### config.mk
export PLATFORM = sky130hd
export DESIGN_NAME = tone_detect_flat
export DESIGN_NICKNAME = d
export VERILOG_FILES = /design/src/rtl/tone_detect_if.sv /design/src/rtl/tone_detect.sv /design/src/flat_wrapper.sv
export SDC_FILE = /design/constraint.sdc
export NUM_CORES = 1
export LEC_CHECK = 0
export BUFFER_PORTS_ARGS = -buffer_cell sky130_fd_sc_hd__clkbuf_2
export CORE_MARGIN = 8
export CORE_UTILIZATION = 45
export DETAILED_ROUTE_END_ITERATION = 16
export PLACE_DENSITY = 0.72
export SLEW_MARGIN = 20
export SYNTH_ARGS = -nofsm -noshare
export SYNTH_HDL_FRONTEND = slang
export SYNTH_SLANG_ARGS = --single-unit
### constraint.sdc
create_clock -name clk -period 5.6 [get_ports clk]
set_clock_uncertainty 0.1 [all_clocks]
set_input_delay 1.12 -clock clk [delete_from_list [all_inputs] [get_ports clk]]
set_output_delay 1.12 -clock clk [all_outputs]
set_load 0.02 [all_outputs]
### src/rtl/tone_detect_if.sv
// tone_detect_if: tone detector signal bundle
// piezo    : raw square-wave tone input (driven by master)
// note     : current note code 0=NONE 1=G6 2=C7 3=E7 4=G7 (driven by slave)
// note_vld : one-cycle pulse on change to a nonzero note (driven by slave)
// seq_done : one-cycle pulse when the charge fanfare completes (driven by slave)
interface tone_detect_if;
  logic       piezo;
  logic [2:0] note;
  logic       note_vld;
  logic       seq_done;
  modport master (output piezo, input note, note_vld, seq_done);
  modport slave  (input piezo, output note, note_vld, seq_done);
endinterface

### src/rtl/tone_detect.sv
// tone_detect: piezo period classifier with note debounce and charge fanfare recognizer
// clk      : 50 MHz system clock
// rst_n    : asynchronous active-low reset
// bus      : tone_detect_if.slave (piezo in; note, note_vld, seq_done out)
// MATCH_CNT: consecutive in-window periods needed to declare a note
// TONE_SEQ_DET_EN: when defined, builds the fanfare FSM; otherwise seq_done is 0
module tone_detect #(
  parameter int MATCH_CNT = 4
) (
  input  logic          clk,
  input  logic          rst_n,
  tone_detect_if.slave  bus
);
  localparam int MW = $clog2(MATCH_CNT + 1);
  localparam logic [2:0] G6 = 3'd1, C7 = 3'd2, E7 = 3'd3, G7 = 3'd4;
  logic [2:0]    sync;
  logic [15:0]   cnt;
  logic          first;
  logic [2:0]    cand, note, cls;
  logic [MW-1:0] mcnt, mcnt_nxt;
  logic          note_vld;
  logic          rise, sat;
  assign rise = sync[1] & ~sync[2];
  // a saturated period counter doubles as the silence indicator
  assign sat  = &cnt;
  always_comb begin
    cls = (cnt >= 16'd30931 && cnt <= 16'd32845) ? G6 :
          (cnt >= 16'd23172 && cnt <= 16'd24606) ? C7 :
          (cnt >= 16'd18392 && cnt <= 16'd19530) ? E7 :
          (cnt >= 16'd15466 && cnt <= 16'd16422) ? G7 : 3'd0;
    mcnt_nxt = (cls != cand) ? MW'(1) :
               (mcnt == MW'(MATCH_CNT)) ? mcnt : mcnt + MW'(1);
  end
  always_ff @(posedge clk or negedge rst_n) begin
    if (!rst_n) begin
      sync     <= '0;
      cnt      <= '0;
      first    <= 1'b1;
      cand     <= '0;
      mcnt     <= '0;
      note     <= '0;
      note_vld <= 1'b0;
    end else begin
      sync     <= {sync[1:0], bus.piezo};
      note_vld <= 1'b0;
      cnt      <= rise ? 16'd1 : sat ? cnt : cnt + 16'd1;
      // silence re-arms the first-edge flag; an edge arriving with it starts a new measurement
      if (sat || (rise && first)) begin
        cand  <= '0;
        mcnt  <= '0;
        first <= ~rise;
        if (sat) note <= '0;
      end else if (rise) begin
        if (cls == 3'd0) begin
          cand <= '0;
          mcnt <= '0;
        end else begin
          cand <= cls;
          mcnt <= mcnt_nxt;
          if (mcnt_nxt == MW'(MATCH_CNT) && cls != note) begin
            note     <= cls;
            note_vld <= 1'b1;
          end
        end
      end
    end
  end
  assign bus.note     = note;
  assign bus.note_vld = note_vld;
`ifdef TONE_SEQ_DET_EN
  typedef enum logic [2:0] {IDLE, S_G6, S_C7, S_E7, S_G7, S_E7B} state_t;
  state_t     state, state_nxt;
  logic       done, done_nxt;
  logic [2:0] want;
  always_ff @(posedge clk or negedge rst_n) begin
    if (!rst_n) begin
      state <= IDLE;
      done  <= 1'b0;
    end else begin
      state <= state_nxt;
      done  <= done_nxt;
    end
  end
  always_comb begin
    state_nxt = state;
    done_nxt  = 1'b0;
    want = (state == IDLE) ? G6 : (state == S_G6) ? C7 : (state == S_C7) ? E7 :
           (state == S_E7) ? G7 : (state == S_G7) ? E7 : G7;
    if (sat) state_nxt = IDLE;
    else if (note_vld) begin
      if (note != want) state_nxt = (note == G6) ? S_G6 : IDLE;
      else if (state == S_E7B) begin
        state_nxt = IDLE;
        done_nxt  = 1'b1;
      end else state_nxt = state_t'(state + 3'd1);
    end
  end
  assign bus.seq_done = done;
`else
  assign bus.seq_done = 1'b0;
`endif
endmodule

### src/flat_wrapper.sv
// flat-port wrapper written by rule: the top's interface ports become plain ports
module tone_detect_flat 
#(
  parameter int MATCH_CNT = 4
)
  (clk, rst_n, bus_piezo, bus_note, bus_note_vld, bus_seq_done);
  tone_detect_if bus_i ();
  input  logic clk;
  input  logic rst_n;
  input wire logic [$bits(bus_i.piezo)-1:0] bus_piezo;
  output wire logic [$bits(bus_i.note)-1:0] bus_note;
  output wire logic [$bits(bus_i.note_vld)-1:0] bus_note_vld;
  output wire logic [$bits(bus_i.seq_done)-1:0] bus_seq_done;
  assign bus_i.piezo = bus_piezo;
  assign bus_note = bus_i.note;
  assign bus_note_vld = bus_i.note_vld;
  assign bus_seq_done = bus_i.seq_done;
  tone_detect #(.MATCH_CNT(MATCH_CNT)) u_core (.clk(clk), .rst_n(rst_n), .bus(bus_i));
endmodule
Yosys cells after proc, flatten, opt, wreduce, memory -nomap -nowiden. Cells that the tools add are included.

Input bits: 3. Flip-flop bits (word level): 30.

Eq/ne operators: 7. $lt $le $gt $ge: 8. Reduce and logical (&&, ||, !) cells: 12. Add/sub/neg operators: 2. Muxes and demuxes: 23. Bitwise operators: 3.

Operators with widths (number): 2-to-1 mux 3 bit (17); >= comparator 16 x 15 -> 1 bit, second input constant (3); less-or-equal comparator 16 x 15 -> 1 bit, second input constant (3); 2-to-1 mux 16 bit (2); adder 16 x 1 -> 16 bit, second input constant (1); >= comparator 16 x 14 -> 1 bit, second input constant (1); less-or-equal comparator 16 bit, second input constant (1); AND reduction 16 bit (1); == test 3 bit, second input constant (2); logical AND 1 bit (6); inequality test 2 x 1 -> 1 bit, second input constant (3); inequality test 3 bit (2); 2-to-1 mux 1 bit (4); AND reduction 4 bit (1); nonzero test 2 bit (2); adder 3 x 1 -> 3 bit, second input constant (1); logical NOT 3 bit (1); inverter 1 bit (2); AND 1 bit (1); logical OR 1 bit (1).

Logic depth before layout (Yosys ltp).
Word-level depth: 14. Depth in mapped cells: 10. Depth with buffers taken out: 10.

Worst setup path before layout. Ideal clock, no wire load.

Kind: register to register. From: reg u_core.cnt[1]. To: reg u_core.note[1], in the netlist u_core.bus.note[1]. Path slack: 2.868 ns. Stages on the path, launching flop included: 9. Data required time: 5.379 ns. Data arrival time: 2.511 ns. Buffers on the path: 0. Path through: dfrtp_1 -> ha_1 -> or3_2 -> a41oi_2 -> o21ai_2 -> or4_4 -> a211oi_4 -> a31oi_1 -> a22o_1.

Cells in the longest elaborated chain, start to end: 12.

RTL lines: start, declared (RTL line tone_detect.sv:17) `logic [15:0] cnt;`; start signal, assigned (RTL line tone_detect.sv:46) `cnt <= rise ? 16'd1 : sat ? cnt : cnt + 16'd1;`; >= comparator 16 x 14 -> 1 bit / less-or-equal comparator 16 x 15 -> 1 bit (equally long branches) (RTL line tone_detect.sv:30) `(cnt >= 16'd15466 && cnt <= 16'd16422) ? G7 : 3'd0;`; logical AND 1 bit (RTL line tone_detect.sv:30); 2-to-1 mux 3 bit (RTL line tone_detect.sv:30); 2-to-1 mux 3 bit (RTL line tone_detect.sv:29) `(cnt >= 16'd18392 && cnt <= 16'd19530) ? E7 :`; 2-to-1 mux 3 bit (RTL line tone_detect.sv:28) `(cnt >= 16'd23172 && cnt <= 16'd24606) ? C7 :`; 2-to-1 mux 3 bit (RTL line tone_detect.sv:27) `cls = (cnt >= 16'd30931 && cnt <= 16'd32845) ? G6 :`; inequality test 3 bit (RTL line tone_detect.sv:31) `mcnt_nxt = (cls != cand) ? MW'(1) :`; 2-to-1 mux 3 bit (RTL line tone_detect.sv:31); == test 3 bit (RTL line tone_detect.sv:60) `if (mcnt_nxt == MW'(MATCH_CNT) && cls != note) begin`; logical AND 1 bit (RTL line tone_detect.sv:60); nonzero test 2 bit (no line); AND reduction 4 bit (no line); end signal, assigned (RTL line tone_detect.sv:61) `note <= cls;`; end, declared (RTL line tone_detect.sv:19) `logic [2:0] cand, note, cls;`.

Parallel ways exist; a longest one is shown, timed or not. The select of a mux whose other input is x is not followed. A chain may end at the register's enable or synchronous reset.

Final worst setup path. Ends and elaborated chain as after synthesis.

==> metrics.txt <==
largest net degree at the start of global routing 31; IO Port Bufs 6; top cell type's share of synthesized area 0.360; # H-tree levels 2; Buffers & Inverters on Critical Path 0; IO Pins 8; CP Cell Sequence ha_1 -> or3_2 -> a41oi_2 -> o21ai_2 -> or4_4 -> a211oi_4 -> a31oi_1 -> a22o_1; Final min period 2940 ps; Clock power frac 0.340; initial drt markers 142; commonest cells in the synthesized netlist 30 x nor2_1, 29 x dfrtp_1, 14 x nand2_1; period utilization 0.524; Rows 24; Top delay family on crit path compound AO/OA/AOI/OAI gates; Top FF cell, synth dfrtp_1; Setup violations, final 0; unrepaired setup endpoints after global routing no; Sequential Power Share 0.535; hold path depth 0; status finished, final reports clean; R2R depth 8; Reg-to-Reg End u_core.bus.note[1]; Slew Viols, Final 0; syn_nets 232; switching share of power 0.296; Clock Latency Late Sink 290 ps; total negative slack 0 ps; Fin. Hold Viols 0; Overall Power 0.000487 W; Routed WL 4070 um; DRT antenna net count 0; Critical Path Fanout Max 10; Die Span Y 83.0 um; Synth area leader dfrtp_1; Hold Path Sink u_core.sync[1]; Syn. warnings 0; CTS root buf clkbuf_8; routed length per instance 15.0 um; CTS tree done; top-count cell post-synth nor2_1; Slew @ Worst Pin 741 ps; Critical Path Start Type flop; pwr dens 235 nW/um^2; Hold WS 252 ps; Post-synth ARST share 1.00; Synth Register Bits 30; vias in the first global route 1533; Slew HR 0.506; first-pass GRT wire length 7270 um; Mapped Cells 223; post-DP HPWL 2840 um; RR Startpoint u_core.cnt[1]; Initial Utilization 0.466; hold path start u_core.sync[0]; initial antenna violation count 0; drt drc 0; post-CTS sizing 0; die area 6880 um^2; Area contributors post-synth dfrtp_1 36%, nor2_1 5.6%, xor2_1 4.8%; cell with the largest stage delay on the worst path or4_4; DR vias/cell 5.99; Worst Path Required 5680 ps; Overflow after GRT 0; Crit Path Category reg -> reg; P_int 0.000343 W; drt first pass iters 4; total track usage 0.123; VDD IR-drop max 0.181 mV; area grow syn2layout 2.79%; final standard cell area without fillers 2070 um^2; Synth Cell Area 2020 um^2; deepest clock path buffer count 2; sequential-to-total area share from yosys stat 0.373; Data arrival, critical path 3020 ps; final net count 228; Avg Inst Size Synth 9.04 um^2; Worst path max stage delay 520 ps; count of flip-flops with a built-in enable after synthesis 0; Cell variety after synth 55; layout cells sized above 1 0.145; Switch Pwr 0.000144 W; Worst setup EP type flop; clock slew at reported path FFs 70 ps; RePlAce Congestion 0.895; Post-CTS Setup Repair Bufs 0; die width 83.0 um; Logic pwr share 0.125; HP Class reg -> reg; max frequency 340 MHz; ANT cells 0; Max Cap Viol 0; Reg2Reg Setup Slack 2660 ps; Clock Sinks 30; vias 1630; CTS buffer count 5; placed inst area 1990 um^2; LEAKAGE 0.960 nW; core area 4320 um^2; CTS Hold Bufs 0
## layout by cell type (no fill, tap or decap), types with 6 or more instances in the layout
cell type / count
o21ai_0: 8
nor2_1: 30
a21oi_1: 10
inv_1: 7
nand3_1: 9
nand4_1: 10
clkbuf_2: 6
dfrtp_1: 29
xor2_1: 11
ha_1: 6
nand2_1: 14
## sequential cells by signal (all words and copies together), names as in the netlist
name / count
u_core.bus.note: 3
u_core.mcnt: 3
u_core.first: 1
u_core.cnt: 16
u_core.sync: 3
u_core.cand: 3
u_core.bus.note_vld: 1
## power groups by stage
stage               clock (W)  combinational [W]  sequential, W
floorplan                   0          0.0000765       0.000244
global placement            0          0.0000598       0.000262
detailed placement          0          0.0000600       0.000264
CTS                  0.000168          0.0000607       0.000260
global route         0.000177          0.0000711       0.000264
finish               0.000165          0.0000608       0.000261
## cells by family (layout without fill, tap and decap cells)
logic type / Yosys count / in the layout / share of synthesized area
buffers and inverters: 25 / 22 / 0.0769
and+or+nand+nor: 98 / 98 / 0.270
AOI/OAI and AO/OA: 45 / 45 / 0.161
xor gates and xnor gates: 16 / 16 / 0.0695
DFF: 30 / 30 / 0.373
other: 1 / 1 / 0.00186
adders and majority gates: 6 / 6 / 0.0372
muxes: 2 / 2 / 0.00993
## area by class of cell
| type | count | area (um^2) |
|---|---|---|
| repair buffers | 7 | 37.5 |
| well taps | 52 | 65.1 |
| clock buffers | 6 | 72.6 |
| multi-input cells | 168 | 1110 |
| fillers | 423 | 2250 |
| inverters | 7 | 26.3 |
| clock inverters | 2 | 10.0 |
| flip-flops and latches | 30 | 752 |
## metrics by stage
stage,utilization,cells,setup slack (ps)
finish,0.479,272,2660
global route,0.479,272,2510
CTS,0.479,272,2670
detailed placement,0.460,264,2670
global placement,0.460,264,2740
floorplan,-,223,2870
## metal layers
layer  up-vias  part of all wire  global-route usage
met1       794              0.49               0.162
met5         -                 0                   0
met3         4             0.049              0.0264
li1        785                 -                   -
met4         0             0.013              0.0495
met2        47              0.45               0.190
## worst max-delay path by stage
| stage | slack (ps) | depth (start not counted) | end | from |
|---|---|---|---|---|
| after floorplan | 2870 | 8 | u_core.bus.note[1] | u_core.cnt[1] |
| after global placement | 2740 | 8 | u_core.bus.note[0] | u_core.cnt[1] |
| after detailed placement | 2670 | 8 | u_core.bus.note[1] | u_core.cnt[1] |
| after CTS | 2670 | 8 | u_core.bus.note[1] | u_core.cnt[1] |
| after global routing | 2510 | 8 | u_core.cnt[9] | u_core.cnt[6] |
| final | 2660 | 8 | u_core.bus.note[1] | u_core.cnt[1] |
Power figures use the tool's default switching activity.
